$ cat config.mk
export PLATFORM = sky130hd
export DESIGN_NAME = request_arbiter_unit_flat
export DESIGN_NICKNAME = d
export VERILOG_FILES = /design/src/rtl/request_arbiter_unit_if.sv /design/src/rtl/request_arbiter_unit.sv /design/src/flat_wrapper.sv
export SDC_FILE = /design/constraint.sdc
export NUM_CORES = 1
export LEC_CHECK = 0
export BUFFER_PORTS_ARGS = -buffer_cell sky130_fd_sc_hd__buf_2
export CORE_AREA = 4 4 41 43
export DETAILED_ROUTE_END_ITERATION = 8
export DIE_AREA = 0 0 45 47
export PLACE_DENSITY = 0.79
export REMOVE_ABC_BUFFERS = 1
export SKIP_LAST_GASP = 1
export SYNTH_ARGS = -nofsm -noshare
export SYNTH_HDL_FRONTEND = slang
export SYNTH_SLANG_ARGS = --single-unit
$ cat constraint.sdc
create_clock -name CLK -period 2.8 [get_ports CLK]
set_input_delay 0.42 -clock CLK [delete_from_list [all_inputs] [get_ports CLK]]
set_output_delay 0.42 -clock CLK [all_outputs]
set_load 0.05 [all_outputs]
$ cat src/rtl/request_arbiter_unit_if.sv
// Memory-side bundle of the data-port arbiter: per-channel requests, dmem/imem enables and status.
// The arbiter takes the slave view; the requestor/memory environment takes the master view.
interface request_arbiter_unit_if #(
    parameter int NCH = 2
);
    logic           ihit;
    logic           dhit;
    logic [NCH-1:0] memRdRq;
    logic [NCH-1:0] memWrRq;
    logic           halt;
    logic           dmemREN;
    logic           dmemWEN;
    logic           imemREN;
    logic [NCH-1:0] grant;
    logic           busy;
    logic           halted;
    logic           timeout_err;
    logic           proto_err;

    modport master (
        output ihit, dhit, memRdRq, memWrRq, halt,
        input  dmemREN, dmemWEN, imemREN, grant, busy, halted, timeout_err, proto_err
    );

    modport slave (
        input  ihit, dhit, memRdRq, memWrRq, halt,
        output dmemREN, dmemWEN, imemREN, grant, busy, halted, timeout_err, proto_err
    );
endinterface

$ cat src/rtl/request_arbiter_unit.sv
// Round-robin owner of the single data memory port; enables held until dhit or timeout abort, plus halt.
// Latency: grant one cycle after a request; losing channels keep requesting and are served in rotation.
module request_arbiter_unit #(
    parameter int NCH       = 2,
    parameter int TIMEOUT   = 0,
    parameter int DPRIORITY = 0
) (
    input  logic                  CLK,
    input  logic                  RST,
    request_arbiter_unit_if.slave bus
);
    localparam int PW = (NCH > 1) ? $clog2(NCH) : 1;
    localparam int CW = (TIMEOUT > 0) ? $clog2(TIMEOUT + 1) : 1;
    localparam logic [CW-1:0] CNT_LAST = (TIMEOUT > 0) ? CW'(TIMEOUT - 1) : '0;
    localparam logic [PW-1:0] LAST_CH  = PW'(NCH - 1);

    typedef enum logic [1:0] {S_IDLE, S_BUSY, S_HALTED} state_e;

    state_e         state_q, state_d;
    logic [PW-1:0]  ptr_q, ptr_d, win_q, win_d;
    logic [CW-1:0]  cnt_q, cnt_d;
    logic [NCH-1:0] mask_q, mask_d, grant_q, grant_d;
    logic           halt_pend_q, halt_pend_d;
    logic           ren_q, ren_d, wen_q, wen_d, imem_q, imem_d;
    logic           busy_q, busy_d, halted_q, halted_d;
    logic           terr_q, terr_d, perr_q, perr_d;

    logic [NCH-1:0] req, win_oh;
    logic [PW-1:0]  hi_idx, lo_idx, win_idx;
    logic           hi_vld, lo_vld, win_vld, win_rd, win_wr, timeout_hit;
    logic           unused_ihit;

    assign unused_ihit = bus.ihit;

    // Lowest requester at/above the pointer wins; otherwise lowest one below it (wrap).
    always_comb begin
        req    = (bus.memRdRq | bus.memWrRq) & ~mask_q;
        hi_idx = '0;
        lo_idx = '0;
        hi_vld = 1'b0;
        lo_vld = 1'b0;
        for (int i = NCH - 1; i >= 0; i--) begin
            if (req[i]) begin
                if (PW'(i) >= ptr_q) begin
                    hi_idx = PW'(i);
                    hi_vld = 1'b1;
                end else begin
                    lo_idx = PW'(i);
                    lo_vld = 1'b1;
                end
            end
        end
        win_vld = hi_vld | lo_vld;
        win_idx = hi_vld ? hi_idx : lo_idx;
        win_oh  = NCH'(1) << win_idx;
        win_rd  = |(bus.memRdRq & win_oh);
        win_wr  = |(bus.memWrRq & win_oh);
    end

    always_comb begin
        state_d     = state_q;
        ptr_d       = ptr_q;
        win_d       = win_q;
        cnt_d       = cnt_q;
        mask_d      = '0;
        grant_d     = grant_q;
        halt_pend_d = halt_pend_q;
        ren_d       = ren_q;
        wen_d       = wen_q;
        terr_d      = terr_q;
        perr_d      = perr_q;
        timeout_hit = 1'b0;
        case (state_q)
            S_IDLE: begin
                if (bus.halt || halt_pend_q) begin
                    state_d = S_HALTED;
                end else if (win_vld) begin
                    state_d = S_BUSY;
                    win_d   = win_idx;
                    grant_d = win_oh;
                    wen_d   = win_wr;
                    ren_d   = ~win_wr;
                    cnt_d   = '0;
                    if (win_rd && win_wr) perr_d = 1'b1;
                end
            end
            S_BUSY: begin
                if (bus.halt) halt_pend_d = 1'b1;
                timeout_hit = (TIMEOUT > 0) && !bus.dhit && (cnt_q == CNT_LAST);
                if (bus.dhit || timeout_hit) begin
                    state_d = S_IDLE;
                    grant_d = '0;
                    ren_d   = 1'b0;
                    wen_d   = 1'b0;
                    cnt_d   = '0;
                    mask_d  = grant_q;
                    ptr_d   = (win_q == LAST_CH) ? '0 : win_q + PW'(1);
                    if (timeout_hit) terr_d = 1'b1;
                end else if (TIMEOUT > 0) begin
                    cnt_d = cnt_q + CW'(1);
                end
            end
            default: ;
        endcase
        busy_d   = (state_d == S_BUSY);
        halted_d = (state_d == S_HALTED);
        imem_d   = !halted_d && !((DPRIORITY != 0) && busy_d);
    end

    always_ff @(posedge CLK) begin
        if (RST) begin
            state_q     <= S_IDLE;
            ptr_q       <= '0;
            win_q       <= '0;
            cnt_q       <= '0;
            mask_q      <= '0;
            grant_q     <= '0;
            halt_pend_q <= 1'b0;
            ren_q       <= 1'b0;
            wen_q       <= 1'b0;
            imem_q      <= 1'b0;
            busy_q      <= 1'b0;
            halted_q    <= 1'b0;
            terr_q      <= 1'b0;
            perr_q      <= 1'b0;
        end else begin
            state_q     <= state_d;
            ptr_q       <= ptr_d;
            win_q       <= win_d;
            cnt_q       <= cnt_d;
            mask_q      <= mask_d;
            grant_q     <= grant_d;
            halt_pend_q <= halt_pend_d;
            ren_q       <= ren_d;
            wen_q       <= wen_d;
            imem_q      <= imem_d;
            busy_q      <= busy_d;
            halted_q    <= halted_d;
            terr_q      <= terr_d;
            perr_q      <= perr_d;
        end
    end

    assign bus.dmemREN     = ren_q;
    assign bus.dmemWEN     = wen_q;
    assign bus.imemREN     = imem_q;
    assign bus.grant       = grant_q;
    assign bus.busy        = busy_q;
    assign bus.halted      = halted_q;
    assign bus.timeout_err = terr_q;
    assign bus.proto_err   = perr_q;
endmodule
$ cat src/flat_wrapper.sv
// flat-port wrapper written by rule: the top's interface ports become plain ports
module request_arbiter_unit_flat 
#(
    parameter int NCH       = 2,
    parameter int TIMEOUT   = 0,
    parameter int DPRIORITY = 0
)
  (CLK, RST, bus_ihit, bus_dhit, bus_memRdRq, bus_memWrRq, bus_halt, bus_dmemREN, bus_dmemWEN, bus_imemREN, bus_grant, bus_busy, bus_halted, bus_timeout_err, bus_proto_err);
  request_arbiter_unit_if #(.NCH(NCH)) bus_i ();
  input  logic CLK;
  input  logic RST;
  input wire logic [$bits(bus_i.ihit)-1:0] bus_ihit;
  input wire logic [$bits(bus_i.dhit)-1:0] bus_dhit;
  input wire logic [$bits(bus_i.memRdRq)-1:0] bus_memRdRq;
  input wire logic [$bits(bus_i.memWrRq)-1:0] bus_memWrRq;
  input wire logic [$bits(bus_i.halt)-1:0] bus_halt;
  output wire logic [$bits(bus_i.dmemREN)-1:0] bus_dmemREN;
  output wire logic [$bits(bus_i.dmemWEN)-1:0] bus_dmemWEN;
  output wire logic [$bits(bus_i.imemREN)-1:0] bus_imemREN;
  output wire logic [$bits(bus_i.grant)-1:0] bus_grant;
  output wire logic [$bits(bus_i.busy)-1:0] bus_busy;
  output wire logic [$bits(bus_i.halted)-1:0] bus_halted;
  output wire logic [$bits(bus_i.timeout_err)-1:0] bus_timeout_err;
  output wire logic [$bits(bus_i.proto_err)-1:0] bus_proto_err;
  assign bus_i.ihit = bus_ihit;
  assign bus_i.dhit = bus_dhit;
  assign bus_i.memRdRq = bus_memRdRq;
  assign bus_i.memWrRq = bus_memWrRq;
  assign bus_i.halt = bus_halt;
  assign bus_dmemREN = bus_i.dmemREN;
  assign bus_dmemWEN = bus_i.dmemWEN;
  assign bus_imemREN = bus_i.imemREN;
  assign bus_grant = bus_i.grant;
  assign bus_busy = bus_i.busy;
  assign bus_halted = bus_i.halted;
  assign bus_timeout_err = bus_i.timeout_err;
  assign bus_proto_err = bus_i.proto_err;
  request_arbiter_unit #(.NCH(NCH), .TIMEOUT(TIMEOUT), .DPRIORITY(DPRIORITY)) u_core (.CLK(CLK), .RST(RST), .bus(bus_i));
endmodule
# [After elaboration in Yosys (flattened, before gate mapping)]
# Cells that the tools add are included.
[word_totals] input_bits=9 register_bits=15 wordCells=74 out_inout_bits=9
[op_classes] n_reduce_logical=13 shift=1 bitwise_logic=10 n_mux=29 n_eq_ne=6 n_addsub=1 magnitude_cmp=2
[ops] cell="2-to-1 mux 1 bit" n=19
[ops] cell="2-to-1 mux 2 bit" n=6
[ops] cell="case mux 2 bit (2 select lines)" n=2
[ops] cell="AND reduction 4 bit" n=2
[ops] cell="bitwise AND 2 bit" n=3
[ops] cell="== test 2 x 1 -> 1 bit (second input constant)" n=2
[ops] cell="!= test 2 bit (second input constant)" n=2
[ops] cell="NOT 1 bit" n=4
[ops] cell="case mux 1 bit (2 select lines)" n=2
[ops] cell="AND reduction 2 bit" n=2
[ops] cell="OR reduction 2 bit" n=2
[ops] cell="AND reduction 3 bit" n=1
[ops] cell="OR reduction 3 bit" n=1
[ops] cell="== test 2 bit (second input constant)" n=1
[ops] cell="greater-or-equal comparator 1 bit (first input constant)" n=2
[ops] cell="logical NOT 2 bit" n=1
[ops] cell="!= test 2 x 1 -> 1 bit (second input constant)" n=1
[ops] cell="NOT 2 bit" n=1
[ops] cell="OR 2 bit" n=1
[ops] cell="nonzero test 2 bit" n=1
[ops] cell="<< shifter 1 x 1 -> 2 bit (first input constant)" n=1
[ops] cell="adder 1 bit (second input constant)" n=1
[ops] cell="logical AND 1 bit" n=1
[ops] cell="logical NOT 1 bit" n=1
[ops] cell="other kinds (2)" n=2

# [Depth between registers and ports, before layout]
[depth] depth_word=13 mapped_depth=5 ltp_nobuf=4

# [Worst setup path after synthesis]
# Ideal clock, no wire load.
[synth_path] path_kind="in2reg" startpoint="in bus_halt" endpoint="reg u_core.ren_q (netlist: u_core.bus.dmemREN)" setup_ps=115 path_buffers=0 stages=4 arrival_ps=1245 slack_ps=1440 required_ps=2685 path_cell_list="nor4_2 a21bo_2 and3_2 o21ba_1"
[synth_via] elab_chain_cells=3
[synth_rtl] element="start: declaration" line="flat_wrapper.sv:16" source="input wire logic [$bits(bus_i.halt)-1:0] bus_halt;"
[synth_rtl] element="logical OR 1 bit" line="request_arbiter_unit.sv:75" source="if (bus.halt || halt_pend_q) begin"
[synth_rtl] element="!= test 2 bit (no source line)"
[synth_rtl] element="AND reduction 4 bit (no source line)"
[synth_rtl] element="end signal: assignment" line="request_arbiter_unit.sv:134" source="ren_q <= ren_d;"
[synth_rtl] element="end: declaration" line="request_arbiter_unit.sv:24" source="logic ren_q, ren_d, wen_q, wen_d, imem_q, imem_d;"
# No other way between the ends.
# A chain may end at the register's enable or synchronous reset.

# [Worst setup path in the final report]
[layout_path] startpoint="reg u_core.halt_pend_q" endpoint="reg u_core.ren_q (netlist: u_core.bus.dmemREN)"
[layout_via] elab_chain_cells=3
[layout_rtl] element="start: declaration" line="request_arbiter_unit.sv:23" source="logic halt_pend_q, halt_pend_d;"
[layout_rtl] element="start signal: assignment" line="request_arbiter_unit.sv:133" source="halt_pend_q <= halt_pend_d;"
[layout_rtl] element="logical OR 1 bit" line="request_arbiter_unit.sv:75"
[layout_rtl] element="!= test 2 bit (no source line)"
[layout_rtl] element="AND reduction 4 bit (no source line)"
# No other way between the ends.

==> key figures <==
Global routing
  • GRT Util Overall: 13.44%
  • GRT Residual Overflow: 0
  • Largest net degree at the start of global routing: 17
  • Vias in the first global route: 484
  • Antenna violations before repair: 0
  • First-pass GRT wire length: 2014 um

Run
  • Max-Cap Viols: 0

Clock tree
  • Maximum root-to-sink buffer count: 2
  • Clk slew on worst S/H paths: 0.09 ns
  • Post-cts resize count: 0
  • Num CTS Buffers: 3
  • Worst skew pair latency: 0.28 ns
  • Post-CTS Setup Bufs: 0
  • CTS root buf: clkbuf_4
  • H-tree depth: 1
  • Sink Count: 15
  • # hold bufs at CTS: 0
  • CTS tree: yes

Setup path
  • Crit Path Category: register to register
  • R2R depth: 4
  • Crit path cell chain: nor4_2, a21bo_2, and3_2, o21ba_1
  • Setup slack, reg-to-reg: 1.38 ns
  • CP max FO: 8
  • CP endpoint kind: register
  • FF-to-FF End: u_core.bus.dmemREN$_SDFFE_PP0P_
  • Worst EP arrival: 1.60 ns
  • Max incr delay on CP: 0.36 ns
  • Crit start category: register
  • Req. time, crit path: 2.98 ns
  • RR Startpoint: u_core.halt_pend_q$_SDFFE_PP0P_
  • Critical-path top delay cell: dfxtp_1

Power and ir drop
  • PwrDens: 637.8 nW/um^2
  • Switching share of power: 31.53%
  • Clock power share: 26.7%
  • Comb pwr share: 21.1%
  • Static Leak: 0.3210 nW
  • Max IR drop VDD: 0.2849 mV
  • Pint: 313.1 uW
  • Net Switching: 144.2 uW
  • Sequential power share: 52.2%

STA
  • F_max: 705.1 MHz
  • Final Max Slew Viols: 0
  • Period minus WS final: 1.418 ns
  • Final number of setup-violating endpoints: 0
  • Worst setup margin: 1.382 ns
  • Hold Fails Final Rpt: 0
  • Unrepaired setup endpoints after global routing: false
  • Final period utilization: 50.65%
  • Clk_skew: 0.004140 ns
  • Final setup TNS: 0 ns

Floorplanning
  • Starting density of the core: 47.02%
  • DIE HEIGHT: 47 um
  • Chip width: 45 um
  • Core Region: 1301 um^2
  • Die area: 2115 um^2
  • # rows: 13
  • I/O Pins: 18

Finish
  • Layout cells sized above 1: 26.51%
  • # diodes: 0
  • Final std cells w/o fill: 98
  • Syn-to-layout area delta: 17.18%
  • Fin nets: 93
  • Fin area: 716.9 um^2

Routing
  • Remaining DRCs: 0
  • Final wirelength: 1182 um
  • Pre-Repair DR Iteration Count: 4
  • Via count: 523
  • Vias/cell: 5.337
  • Starting DRC count in detailed routing: 16
  • Post-DRT Antenna Nets: 0
  • Wire length per cell: 12.06 um

Placed design
  • Final HPWL DP: 863.5 um
  • Placed Cells incl. Taps: 94
  • Pre-CTS setup slack: 1.228 ns
  • Placed cell area: 690.7 um^2
  • Port Buffers: 15
  • GPL Wtd Cong: 0.7179

Min path
  • Worst hold path type: register to register
  • WHS Endpoint: u_core.win_q$_SDFFE_PP0P_
  • Hold-critical path depth: 2
  • Hold path startpoint: u_core.win_q$_SDFFE_PP0P_

Yosys
  • Sequential element share of the synthesized area: 49.08%
  • Mapped Cells: 67
  • Register bit count reported by yosys: 15
  • Synth cell types: 28
  • Warnings from Yosys: 0
  • Synthesized area per cell: 9.132 um^2
  • Syn Std Cell Area: 611.8 um^2

Outcome
  • Status: complete, no violations
layout by cell type (no fill, tap or decap), drive strengths merged, types with 2 or more instances in the layout:
master	synthesis	final
buf	1	15
dfxtp	15	15
a21oi	8	8
nor2	6	6
nor3	4	4
clkbuf	2	4
o21bai	3	3
o21ai	3	3
nand3	3	3
nand2	2	2
nor3b	2	2
inv	2	2
o21ba	2	2
Yosys cell counts:
cell	instances	area (um^2)
a21oi_1	8	40.04
and3_2	1	7.510
nand3b_1	1	7.510
clkbuf_1	2	7.510
a2111oi_0	1	8.760
dfxtp_1	15	300.3
nor4_2	1	12.51
mux2i_1	1	10.01
nor3_1	4	20.02
nor2_1	6	22.52
a21bo_2	1	10.01
o21ba_2	1	10.01
buf_4	1	7.510
o31ai_1	1	7.510
o21a_1	1	7.510
conb_1	1	3.750
o211a_1	1	10.01
nand2_1	2	7.510
o21bai_1	3	22.52
inv_1	2	7.510
nor3b_1	2	15.01
a31oi_1	1	6.260
or2_1	1	6.260
nand3_1	3	15.01
o21ai_0	3	15.01
nand2b_1	1	6.260
a21boi_0	1	7.510
o21ba_1	1	10.01
worst max-delay path, delay by kind of cell, from the launching register on:
family	cells	cell delay, ns
AOI/OAI and AO/OA	2	0.47
DFF	1	0.36
and+or+nand+nor	2	0.50
flip-flops by register name, indices dropped and copies added, names as in the netlist:
| signal | flops |
|---|---|
| u_core.bus.busy | 1 |
| u_core.bus.dmemREN | 1 |
| u_core.bus.dmemWEN | 1 |
| u_core.bus.grant | 2 |
| u_core.bus.halted | 1 |
| u_core.bus.imemREN | 1 |
| u_core.bus.proto_err | 1 |
| u_core.halt_pend_q | 1 |
| u_core.mask_q | 2 |
| u_core.ptr_q | 1 |
| u_core.state_q | 2 |
| u_core.win_q | 1 |
cell type report:
type / instances / area, um^2
fillers: 128 / 584.3
flip-flops and latches: 15 / 300.3
multi-input cells: 47 / 289.0
repair buffers: 15 / 75.07
clock buffers: 4 / 26.28
well taps: 15 / 18.77
inverters: 2 / 7.507
worst max path at each step:
stage / end / from / slack, ns
finish: u_core.bus.dmemREN$_SDFFE_PP0P_ / u_core.halt_pend_q$_SDFFE_PP0P_ / 1.38
global route: u_core.bus.grant[1]$_SDFFE_PP0P_ / u_core.halt_pend_q$_SDFFE_PP0P_ / 1.29
CTS: u_core.bus.dmemREN$_SDFFE_PP0P_ / u_core.halt_pend_q$_SDFFE_PP0P_ / 1.37
detailed placement: u_core.bus.dmemREN$_SDFFE_PP0P_ / bus_halt / 1.23
global placement: u_core.bus.dmemREN$_SDFFE_PP0P_ / bus_halt / 1.26
floorplan: u_core.bus.dmemREN$_SDFFE_PP0P_ / bus_halt / 1.44
metal layers:
metal,GRT usage [%],up-vias,part of all wire (%)
met5,0,-,0
met1,15.55,237,46
li1,-,269,-
met3,2.682,5,5.1
met2,21.75,12,45
met4,10.53,0,3.0
cell families after synthesis:
group / count (synthesis) / share of synthesized area, %
multiplexers: 1 / 1.636
flip-flops: 15 / 49.08
AND/OR/NAND/NOR: 22 / 19.63
AO/OA/AOI/OAI: 23 / 25.36
buffers and inverters: 5 / 3.682
other: 1 / 0.6129
power groups by stage:
stage / Clock, mW / Combinational (mW) / Sequential, mW
6_report: 0.122 / 0.0963 / 0.239
5_1_grt: 0.133 / 0.105 / 0.240
4_1_cts: 0.127 / 0.0972 / 0.238
3_5_place_dp: 0 / 0.0970 / 0.243
3_3_place_gp: 0 / 0.0951 / 0.243
2_1_floorplan: 0 / 0.0384 / 0.275
per-stage QoR:
| step | hold slack, ns | power (mW) | util [%] |
|---|---|---|---|
| after floorplan | 0.4307 | 0.3135 | - |
| after detailed placement | 0.4487 | 0.3403 | 53.08 |
| final | 0.4604 | 0.4573 | 55.10 |
| after global placement | 0.4434 | 0.3380 | 53.08 |
| after CTS | 0.4622 | 0.4621 | 55.10 |
| after global routing | 0.4851 | 0.4787 | 55.10 |
(Power assumes the default switching activity.)
